$ cat src/rtl/mem_arbiter_pkg.sv
// Shared definitions for the memory arbiter: master indices and defaults.
package mem_arbiter_pkg;

    // Master index; also used as the registered read-data owner tag.
    typedef enum logic {
        MASTER_CPU = 1'b0,
        MASTER_AUX = 1'b1
    } master_e;

    localparam int DEFAULT_STARVE_LIMIT = 4;
    localparam int DEFAULT_CWIDTH       = 4;

endpackage

$ cat src/rtl/mem_arbiter_port.sv
// Two-requester fixed-priority arbiter (req0 wins) with a starvation
// counter that forces a grant to req1 after STARVE_LIMIT denied cycles.
module mem_arb_port
    import mem_arbiter_pkg::*;
#(
    parameter int STARVE_LIMIT = DEFAULT_STARVE_LIMIT,
    parameter int CWIDTH       = DEFAULT_CWIDTH
) (
    input  logic clk,
    input  logic reset,
    input  logic req0,
    input  logic req1,
    output logic gnt0,
    output logic gnt1
);

    localparam logic [CWIDTH-1:0] LIMIT = CWIDTH'(STARVE_LIMIT);

    logic [CWIDTH-1:0] wcnt;

    // Grant decision: starving req1 first, then req0, then req1; none in reset.
    always_comb begin
        gnt0 = 1'b0;
        gnt1 = 1'b0;
        if (!reset) begin
            if (req1 && (wcnt == LIMIT)) begin
                gnt1 = 1'b1;
            end else if (req0) begin
                gnt0 = 1'b1;
            end else if (req1) begin
                gnt1 = 1'b1;
            end
        end
    end

    // Wait counter: counts denied req1 cycles, saturating; clears otherwise.
    always_ff @(posedge clk) begin
        if (reset) begin
            wcnt <= '0;
        end else if (req1 && !gnt1) begin
            if (wcnt != LIMIT) begin
                wcnt <= wcnt + 1'b1;
            end
        end else begin
            wcnt <= '0;
        end
    end

endmodule

$ cat src/rtl/mem_arbiter.sv
// Shares one synchronous memory (one read port, one write port) between a
// high-priority cpu master and a low-priority auxiliary master.
module mem_arbiter
    import mem_arbiter_pkg::*;
#(
    parameter int AWIDTH       = 16,
    parameter int DWIDTH       = 16,
    parameter int STARVE_LIMIT = DEFAULT_STARVE_LIMIT,
    parameter int CWIDTH       = DEFAULT_CWIDTH
) (
    input  logic              clk,
    input  logic              reset,
    input  logic              m0_rreq,
    input  logic [AWIDTH-1:0] m0_raddr,
    output logic              m0_rgnt,
    output logic              m0_rvalid,
    output logic [DWIDTH-1:0] m0_rdata,
    input  logic              m0_wreq,
    input  logic [AWIDTH-1:0] m0_waddr,
    input  logic [DWIDTH-1:0] m0_wdata,
    output logic              m0_wgnt,
    input  logic              m1_rreq,
    input  logic [AWIDTH-1:0] m1_raddr,
    output logic              m1_rgnt,
    output logic              m1_rvalid,
    output logic [DWIDTH-1:0] m1_rdata,
    input  logic              m1_wreq,
    input  logic [AWIDTH-1:0] m1_waddr,
    input  logic [DWIDTH-1:0] m1_wdata,
    output logic              m1_wgnt,
    output logic [AWIDTH-1:0] mem_raddr_o,
    input  logic [DWIDTH-1:0] mem_rdata_i,
    output logic [AWIDTH-1:0] mem_waddr_o,
    output logic [DWIDTH-1:0] mem_wdata_o,
    output logic              mem_wr_o,
    output logic              mem_rd_o
);

    logic    rvalid_q;
    master_e owner_q;

    mem_arb_port #(
        .STARVE_LIMIT(STARVE_LIMIT),
        .CWIDTH      (CWIDTH)
    ) u_rd_port (
        .clk  (clk),
        .reset(reset),
        .req0 (m0_rreq),
        .req1 (m1_rreq),
        .gnt0 (m0_rgnt),
        .gnt1 (m1_rgnt)
    );

    mem_arb_port #(
        .STARVE_LIMIT(STARVE_LIMIT),
        .CWIDTH      (CWIDTH)
    ) u_wr_port (
        .clk  (clk),
        .reset(reset),
        .req0 (m0_wreq),
        .req1 (m1_wreq),
        .gnt0 (m0_wgnt),
        .gnt1 (m1_wgnt)
    );

    // Memory pin muxing: granted master's fields, master 0's when idle.
    always_comb begin
        mem_rd_o    = m0_rgnt | m1_rgnt;
        mem_wr_o    = m0_wgnt | m1_wgnt;
        mem_raddr_o = m1_rgnt ? m1_raddr : m0_raddr;
        mem_waddr_o = m1_wgnt ? m1_waddr : m0_waddr;
        mem_wdata_o = m1_wgnt ? m1_wdata : m0_wdata;
    end

    // Read return tracking: data arrives one cycle after the grant.
    always_ff @(posedge clk) begin
        if (reset) begin
            rvalid_q <= 1'b0;
            owner_q  <= MASTER_CPU;
        end else begin
            rvalid_q <= m0_rgnt | m1_rgnt;
            owner_q  <= m1_rgnt ? MASTER_AUX : MASTER_CPU;
        end
    end

    // Read data is broadcast; only rvalid tells the masters apart.
    always_comb begin
        m0_rvalid = rvalid_q && (owner_q == MASTER_CPU);
        m1_rvalid = rvalid_q && (owner_q == MASTER_AUX);
        m0_rdata  = mem_rdata_i;
        m1_rdata  = mem_rdata_i;
    end

endmodule

$ cat config.mk
export PLATFORM = sky130hd
export DESIGN_NAME = mem_arbiter
export DESIGN_NICKNAME = d
export VERILOG_FILES = /design/src/rtl/mem_arbiter_pkg.sv /design/src/rtl/mem_arbiter_port.sv /design/src/rtl/mem_arbiter.sv
export SDC_FILE = /design/constraint.sdc
export NUM_CORES = 1
export LEC_CHECK = 0
export CAP_MARGIN = 20
export CORE_MARGIN = 3
export CORE_UTILIZATION = 24
export DETAILED_ROUTE_END_ITERATION = 10
export PLACE_DENSITY_LB_ADDON = 0.2
export SLEW_MARGIN = 30
export SYNTH_ARGS = -nofsm -noshare
export SYNTH_HDL_FRONTEND = slang
export SYNTH_SLANG_ARGS = --single-unit
$ cat constraint.sdc
create_clock -name clk -period 2.8 [get_ports clk]
set_clock_uncertainty 0.2 [all_clocks]
set_input_delay 0.84 -clock clk [delete_from_list [all_inputs] [get_ports clk]]
set_output_delay 0.84 -clock clk [all_outputs]
set_load 0.01 [all_outputs]
==> results.sh, run 1 <==
export IMPL_status="finished with violations"
export IMPL_violations="negative setup slack"
export IMPL_dieHeight_um=82.79
export IMPL_p_leak_uw=0.001482
export IMPL_overflow=0
export IMPL_std_cell_rows=27
export IMPL_hpwlAfterDp_mm=4.698
export IMPL_avgSynthCellArea_um2=9.966
export IMPL_ys_seq_area_share_pct=14.15
export IMPL_slowest_delay_ns=0.31
export IMPL_grt_max_degree=12
export IMPL_synthesis_nets=264
export IMPL_whs_path_depth=2
export IMPL_drv_cap=0
export IMPL_r2r_end="u_rd_port.wcnt[2]"
export IMPL_clock_path_buffers=2
export IMPL_vias=1589
export IMPL_period_share_pct=107.4
export IMPL_drv_slew=0
export IMPL_r2r_start="u_rd_port.wcnt[0]"
export IMPL_p_per_area_nw_per_um2=226.9
export IMPL_setup_slack_ns=-0.2060
export IMPL_finalHoldViolCount=0
export IMPL_p_comb_share_pct=60.8
export IMPL_setup_viol=48
export IMPL_critPathTopFamily="buffers and inverters"
export IMPL_ant_nets=0
export IMPL_synthDistinctLibCells=23
export IMPL_crit_fanout=6
export IMPL_async_flop_share_pct=0
export IMPL_min_delay_worst_endpoint="u_wr_port.wcnt[0]"
export IMPL_clock_fmax_ghz=0.3327
export IMPL_hp_start="u_wr_port.wcnt[0]"
export IMPL_gp_congestion=0.7453
export IMPL_clk_latency_ns=0.23
export IMPL_intPower_uw=558.3
export IMPL_drc=0
export IMPL_avgViaCountPerCell=4.353
export IMPL_end_kind="output port"
export IMPL_die_x_um=82.79
export IMPL_fin_setup_tns_ns=-7.414
export IMPL_worst_pin_slew_ns=0.2197
export IMPL_critPathKind="primary input to output port"
export IMPL_synth_area_leader_cell="mux2_2"
export IMPL_ff2ff_path_depth=6
export IMPL_start_kind="primary input"
export IMPL_diodes=0
export IMPL_peakVddDrop_mv=0.1455
export IMPL_clockRootBuffer="clkbuf_8"
export IMPL_grt_setup_unrepaired="true"
export IMPL_grt_use_total_pct=17.10
export IMPL_cp_num_buf_inv=4
export IMPL_dp_slack_ns=-1.012
export IMPL_ctsHoldBuffers=0
export IMPL_syn_inst=142
export IMPL_synth_edf_count=0
export IMPL_wl_per_cell_um=16.41
export IMPL_ys_seq_elements=10
export IMPL_critPathArrivalTime_ns=1.97
export IMPL_drt_pass1_iter_count=3
export IMPL_clk_pin_slew_ns=0.04
export IMPL_dieArea_um2=6853
export IMPL_slew_headroom_pct=85.32
export IMPL_critPathMostFrequentCell="buf_6"
export IMPL_coreArea_um2=5608
export IMPL_io_buffers=157
export IMPL_drtIter0Drc=13
export IMPL_yosys_warnings=0
export IMPL_initial_core_util_pct=25.23
export IMPL_antenna_found_initial=0
export IMPL_synth_top_area_share_pct=30.24
export IMPL_min_path_type="flop to flop"
export IMPL_drt_total_wl_mm=5.991
export IMPL_synth_most_common_cell="mux2_2"
export IMPL_cpMaxStageDelayCell="mux2_4"
export IMPL_grt_pass1_vias=1658
export IMPL_nNetsFinal=417
export IMPL_drive_above_1_share_pct=47.44
export IMPL_cp_required_ns=1.76
export IMPL_synthTopCellsByCount="mux2_2, buf_4, dfxtp_1"
export IMPL_syn_area_um2=1415
export IMPL_area_growth_pct=132.7
export IMPL_seqPwrFrac_pct=19.7
export IMPL_cts_buffers=3
export IMPL_cts_tree="done"
export IMPL_synthFlopType="dfxtp_1"
export IMPL_reg2reg_slack_ns=1.44
export IMPL_ys_top_cells_by_area="mux2_2, buf_4, dfxtp_1"
export IMPL_utilization_pct=58.72
export IMPL_holdWs_ns=0.3198
export IMPL_path_cells="buf_8 -> nand2b_4 -> a21oi_4 -> buf_6 -> buf_12 -> mux2_4 -> buf_6"
export IMPL_clkSinkCount=10
export IMPL_switching_share_pct=25.28
export IMPL_fin_crit_ns=3.006
export IMPL_grt_pass1_wl_mm=8.652
export IMPL_ioPinCount=206
export IMPL_htree_num_levels=1
export IMPL_power_frac_clock_pct=19.5
export IMPL_p_switching_uw=188.9
[power by group through the flow]
stage / Clock [uW] / Sequential (uW) / Combinational (uW)
floorplan: 0 / 150 / 171
global placement: 0 / 150 / 396
detailed placement: 0 / 150 / 396
CTS: 149 / 147 / 466
global route: 158 / 147 / 483
finish: 145 / 147 / 454
[layer usage]
layer	track usage [%]	routed length (um)
met1	17.35	1936
met2	31.49	3098
met3	10.04	940
met4	1.144	15
met5	0	0
[cell usage in the layout, fill, tap and decap left out]
cell type | Yosys | layout
buf_16 | 0 | 1
dlygate4sd2_1 | 0 | 4
buf_6 | 3 | 49
clkbuf_2 | 0 | 1
nand3_1 | 2 | 2
mux2_4 | 9 | 45
mux2i_1 | 2 | 2
clkdlybuf4s50_1 | 0 | 98
nor2_2 | 0 | 1
nor2b_1 | 1 | 1
and2_1 | 1 | 1
nand2b_4 | 2 | 2
clkdlybuf4s15_1 | 0 | 1
nand3b_4 | 2 | 2
nand2b_1 | 1 | 1
nand2_1 | 2 | 2
clkbuf_8 | 0 | 3
clkbuf_16 | 0 | 1
nor2_1 | 8 | 7
ha_1 | 4 | 4
nor3_1 | 6 | 6
nor3b_1 | 3 | 3
dfxtp_1 | 10 | 10
buf_8 | 0 | 4
xnor2_1 | 2 | 2
clkdlybuf4s15_2 | 0 | 2
buf_12 | 1 | 2
a21oi_1 | 2 | 2
mux2_2 | 38 | 3
buf_4 | 32 | 16
buf_2 | 0 | 5
a21oi_4 | 2 | 2
inv_1 | 8 | 8
[sequential cells by signal, summed over array words and instances (netlist names)]
register / flops
u_rd_port.wcnt: 4
owner_q: 1
rvalid_q: 1
u_wr_port.wcnt: 4
[worst register-to-register path, stage by stage, from the launching register on]
cell and delay, ns:
dfxtp_1 0.32, inv_1 0.05, ha_1 0.23, nand3b_4 0.10, buf_4 0.12, nand2_1 0.08, nor3_1 0.18
[timing repair]
action,4_1_cts,5_1_grt
endpoints found under the setup margin,54,52
gates cloned,4,1
gates resized for setup,315,7
pin swaps,2,1
setup buffers,8,3
[per-stage QoR]
step	cell area (um^2)	cells	power, uW
3_5_place_dp	2928	351	545.9
3_3_place_gp	2928	351	545.6
5_1_grt	3293	365	787.7
4_1_cts	3352	366	762.6
2_1_floorplan	1415	142	320.7
6_report	3293	365	747.2
[kinds of logic after synthesis]
| family | after synthesis | share of synthesized area [%] |
|---|---|---|
| xor+xnor | 2 | 1.238 |
| simple gates | 28 | 13.18 |
| compound gates | 4 | 3.006 |
| fa+ha+maj | 4 | 3.537 |
| mux | 50 | 42.00 |
| buf+inv | 44 | 22.90 |
| flops | 10 | 14.15 |
[cell type report]
cell class,instances,area [um^2]
Tap cell,72,90.09
Inverter,8,30.03
Timing Repair Buffer,184,1903
Clock buffer,3,41.29
Sequential cell,10,200.2
Multi-Input combinational cell,88,1028
Fill cell,516,2315
[worst max-delay path by stage]
| stage | startpoint | cells past startpoint | endpoint | slack, ns |
|---|---|---|---|---|
| final | reset | 7 | mem_wdata_o[3] | -0.21 |
| after CTS | reset | 8 | mem_waddr_o[10] | -0.25 |
| after detailed placement | reset | 6 | mem_waddr_o[10] | -1.01 |
| after global placement | reset | 6 | mem_waddr_o[10] | -1.01 |
| after global routing | reset | 7 | mem_wdata_o[3] | -0.24 |
| after floorplan | reset | 4 | mem_wdata_o[10] | 0.03 |
(Power assumes the default switching activity.)
==> run 2, diff against run 1 <==
--- a/config.mk
+++ b/config.mk
@@ -5,12 +5,12 @@
 export SDC_FILE = /design/constraint.sdc
 export NUM_CORES = 1
 export LEC_CHECK = 0
-export CAP_MARGIN = 20
-export CORE_MARGIN = 3
-export CORE_UTILIZATION = 24
+export CORE_AREA = 3 3 78 80
 export DETAILED_ROUTE_END_ITERATION = 10
+export DIE_AREA = 0 0 81 83
+export DONT_BUFFER_PORTS = 1
 export PLACE_DENSITY_LB_ADDON = 0.2
-export SLEW_MARGIN = 30
+export SLEW_MARGIN = 20
 export SYNTH_ARGS = -nofsm -noshare
 export SYNTH_HDL_FRONTEND = slang
 export SYNTH_SLANG_ARGS = --single-unit
==> run 2 against run 1 <==
The run still ends with negative setup slack left. Wire length is 30% lower. Combinational power down 65%. Highest routed layer unchanged. Sequential share of layout area rose by 7.6 points. Critical endpoint is now mem_waddr_o[3]. Die area fell by 1.9%. First-iteration DRC count fell by 62%.
==> results.sh, run 2 (same netlist as run 1, synthesis figures left out) <==
export IMPL_vias=971
export IMPL_dp_slack_ns=0.02495
export IMPL_path_cells="nand2b_4 -> a21oi_4 -> buf_12 -> clkbuf_16 -> mux2_2"
export IMPL_grt_max_degree=34
export IMPL_drt_total_wl_mm=4.191
export IMPL_drc=0
export IMPL_nNetsFinal=243
export IMPL_status="finished with violations"
export IMPL_r2r_end="u_rd_port.wcnt[2]"
export IMPL_slew_headroom_pct=76.08
export IMPL_min_path_type="flop to flop"
export IMPL_whs_path_depth=1
export IMPL_ioPinCount=206
export IMPL_setup_slack_ns=-0.001415
export IMPL_reg2reg_slack_ns=1.50
export IMPL_critPathArrivalTime_ns=1.76
export IMPL_min_delay_worst_endpoint="u_rd_port.wcnt[0]"
export IMPL_p_per_area_nw_per_um2=334.5
export IMPL_crit_fanout=8
export IMPL_start_kind="primary input"
export IMPL_avgViaCountPerCell=5.057
export IMPL_placed_area_um2=1281
export IMPL_clk_latency_ns=0.24
export IMPL_fin_crit_ns=2.801
export IMPL_final_cell_mix="mux2_2, mux2_4, dfxtp_1, nor2_1"
export IMPL_clock_path_buffers=2
export IMPL_p_leak_uw=0.0005794
export IMPL_worst_pin_slew_ns=0.3600
export IMPL_critPathKind="primary input to output port"
export IMPL_area_growth_pct=3.625
export IMPL_htree_num_levels=1
export IMPL_ctsHoldBuffers=0
export IMPL_mostFrequentLayoutCell="mux2_2"
export IMPL_setup_viol=3
export IMPL_grt_pass1_vias=975
export IMPL_drv_slew=0
export IMPL_ff2ff_path_depth=5
export IMPL_critPathTopFamily="multiplexers"
export IMPL_drt_pass1_iter_count=3
export IMPL_p_total_uw=490.6
export IMPL_instances_no_fill=192
export IMPL_period_share_pct=100.1
export IMPL_grt_setup_unrepaired="true"
export IMPL_peakVddDrop_mv=0.1451
export IMPL_dpl_cell_count=184
export IMPL_ant_nets=0
export IMPL_overflow=0
export IMPL_cp_num_buf_inv=2
export IMPL_grt_use_total_pct=10.20
export IMPL_dieHeight_um=83
export IMPL_clockRootBuffer="clkbuf_8"
export IMPL_die_x_um=81
export IMPL_hpwlAfterDp_mm=3.557
export IMPL_dieArea_um2=6723
export IMPL_violations="negative setup slack"
export IMPL_wl_per_cell_um=21.83
export IMPL_std_cell_rows=27
export IMPL_grt_pass1_wl_mm=5.347
export IMPL_stdcell_area_um2=1466
export IMPL_cts_tree="done"
export IMPL_drtIter0Drc=5
export IMPL_drv_cap=0
export IMPL_top_regs="u_rd_port.wcnt: 4 flops, u_wr_port.wcnt: 4 flops"
export IMPL_cp_required_ns=1.76
export IMPL_diodes=0
export IMPL_initial_core_util_pct=25.86
export IMPL_coreArea_um2=5473
export IMPL_drive_above_1_share_pct=60.00
export IMPL_clkSinkCount=10
export IMPL_cpMaxStageDelayCell="mux2_2"
export IMPL_end_kind="output port"
export IMPL_cts_buffers=3
export IMPL_gp_congestion=0.6676
export IMPL_r2r_start="u_rd_port.wcnt[0]"
export IMPL_clock_fmax_ghz=0.3570
export IMPL_hp_start="u_rd_port.wcnt[0]"
export IMPL_antenna_found_initial=0
export IMPL_slowest_delay_ns=0.37
export IMPL_clk_pin_slew_ns=0.05
export IMPL_finalHoldViolCount=0
export IMPL_io_buffers=0
[run 2: routing by layer]
layer	up-vias	GRT usage, %	share of wire [%]	wire length (um)
li1	407	-	-	-
met1	431	8.328	28	1160
met2	117	19.42	54	2276
met3	16	6.508	16	677
met4	0	2.765	1.8	76
met5	-	0	0	0
[run 2: layout make-up]
type                    count  area [um^2]
clock buffers               4        55.05
fillers                   583         4006
inverters                   8        30.03
multi-input cells          88        939.7
flip-flops and latches     10        200.2
well taps                  72        90.09
repair buffers             10        151.4
[run 2: worst max path at each step]
stage | from | endpoint | slack (ns) | cells past startpoint
2_1_floorplan | reset | mem_wdata_o[10] | 0.03 | 4
3_3_place_gp | reset | mem_wdata_o[15] | 0.05 | 4
3_5_place_dp | reset | mem_wdata_o[15] | 0.02 | 4
4_1_cts | u_wr_port.wcnt[0] | mem_wdata_o[9] | -0.0008 | 6
5_1_grt | reset | mem_waddr_o[3] | -0.03 | 5
6_report | reset | mem_waddr_o[3] | -0.001 | 5
[run 2: power by group]
group	switching, uW	internal (uW)
Clock	60.5	124
Sequential	2.15	146
Combinational	75.5	82.8
Total	138	352
[run 2: repair_timing]
action,in CTS,in global routing
pin swaps,0,1
buffers inserted,0,1
cloned,0,3
endpoints found under the setup margin,32,39
hold endpoints to repair,0,0
gates resized for setup,2,13
[run 2: per-stage QoR]
step	util (%)	setup TNS (ns)	hold slack [ns]
after CTS	24.53	-0.001519	0.2915
after detailed placement	23.41	0	0.2875
after floorplan	-	0	0.2502
after global routing	26.79	-0.5293	0.3137
final	26.79	-0.002193	0.2866
after global placement	23.41	0	0.2607
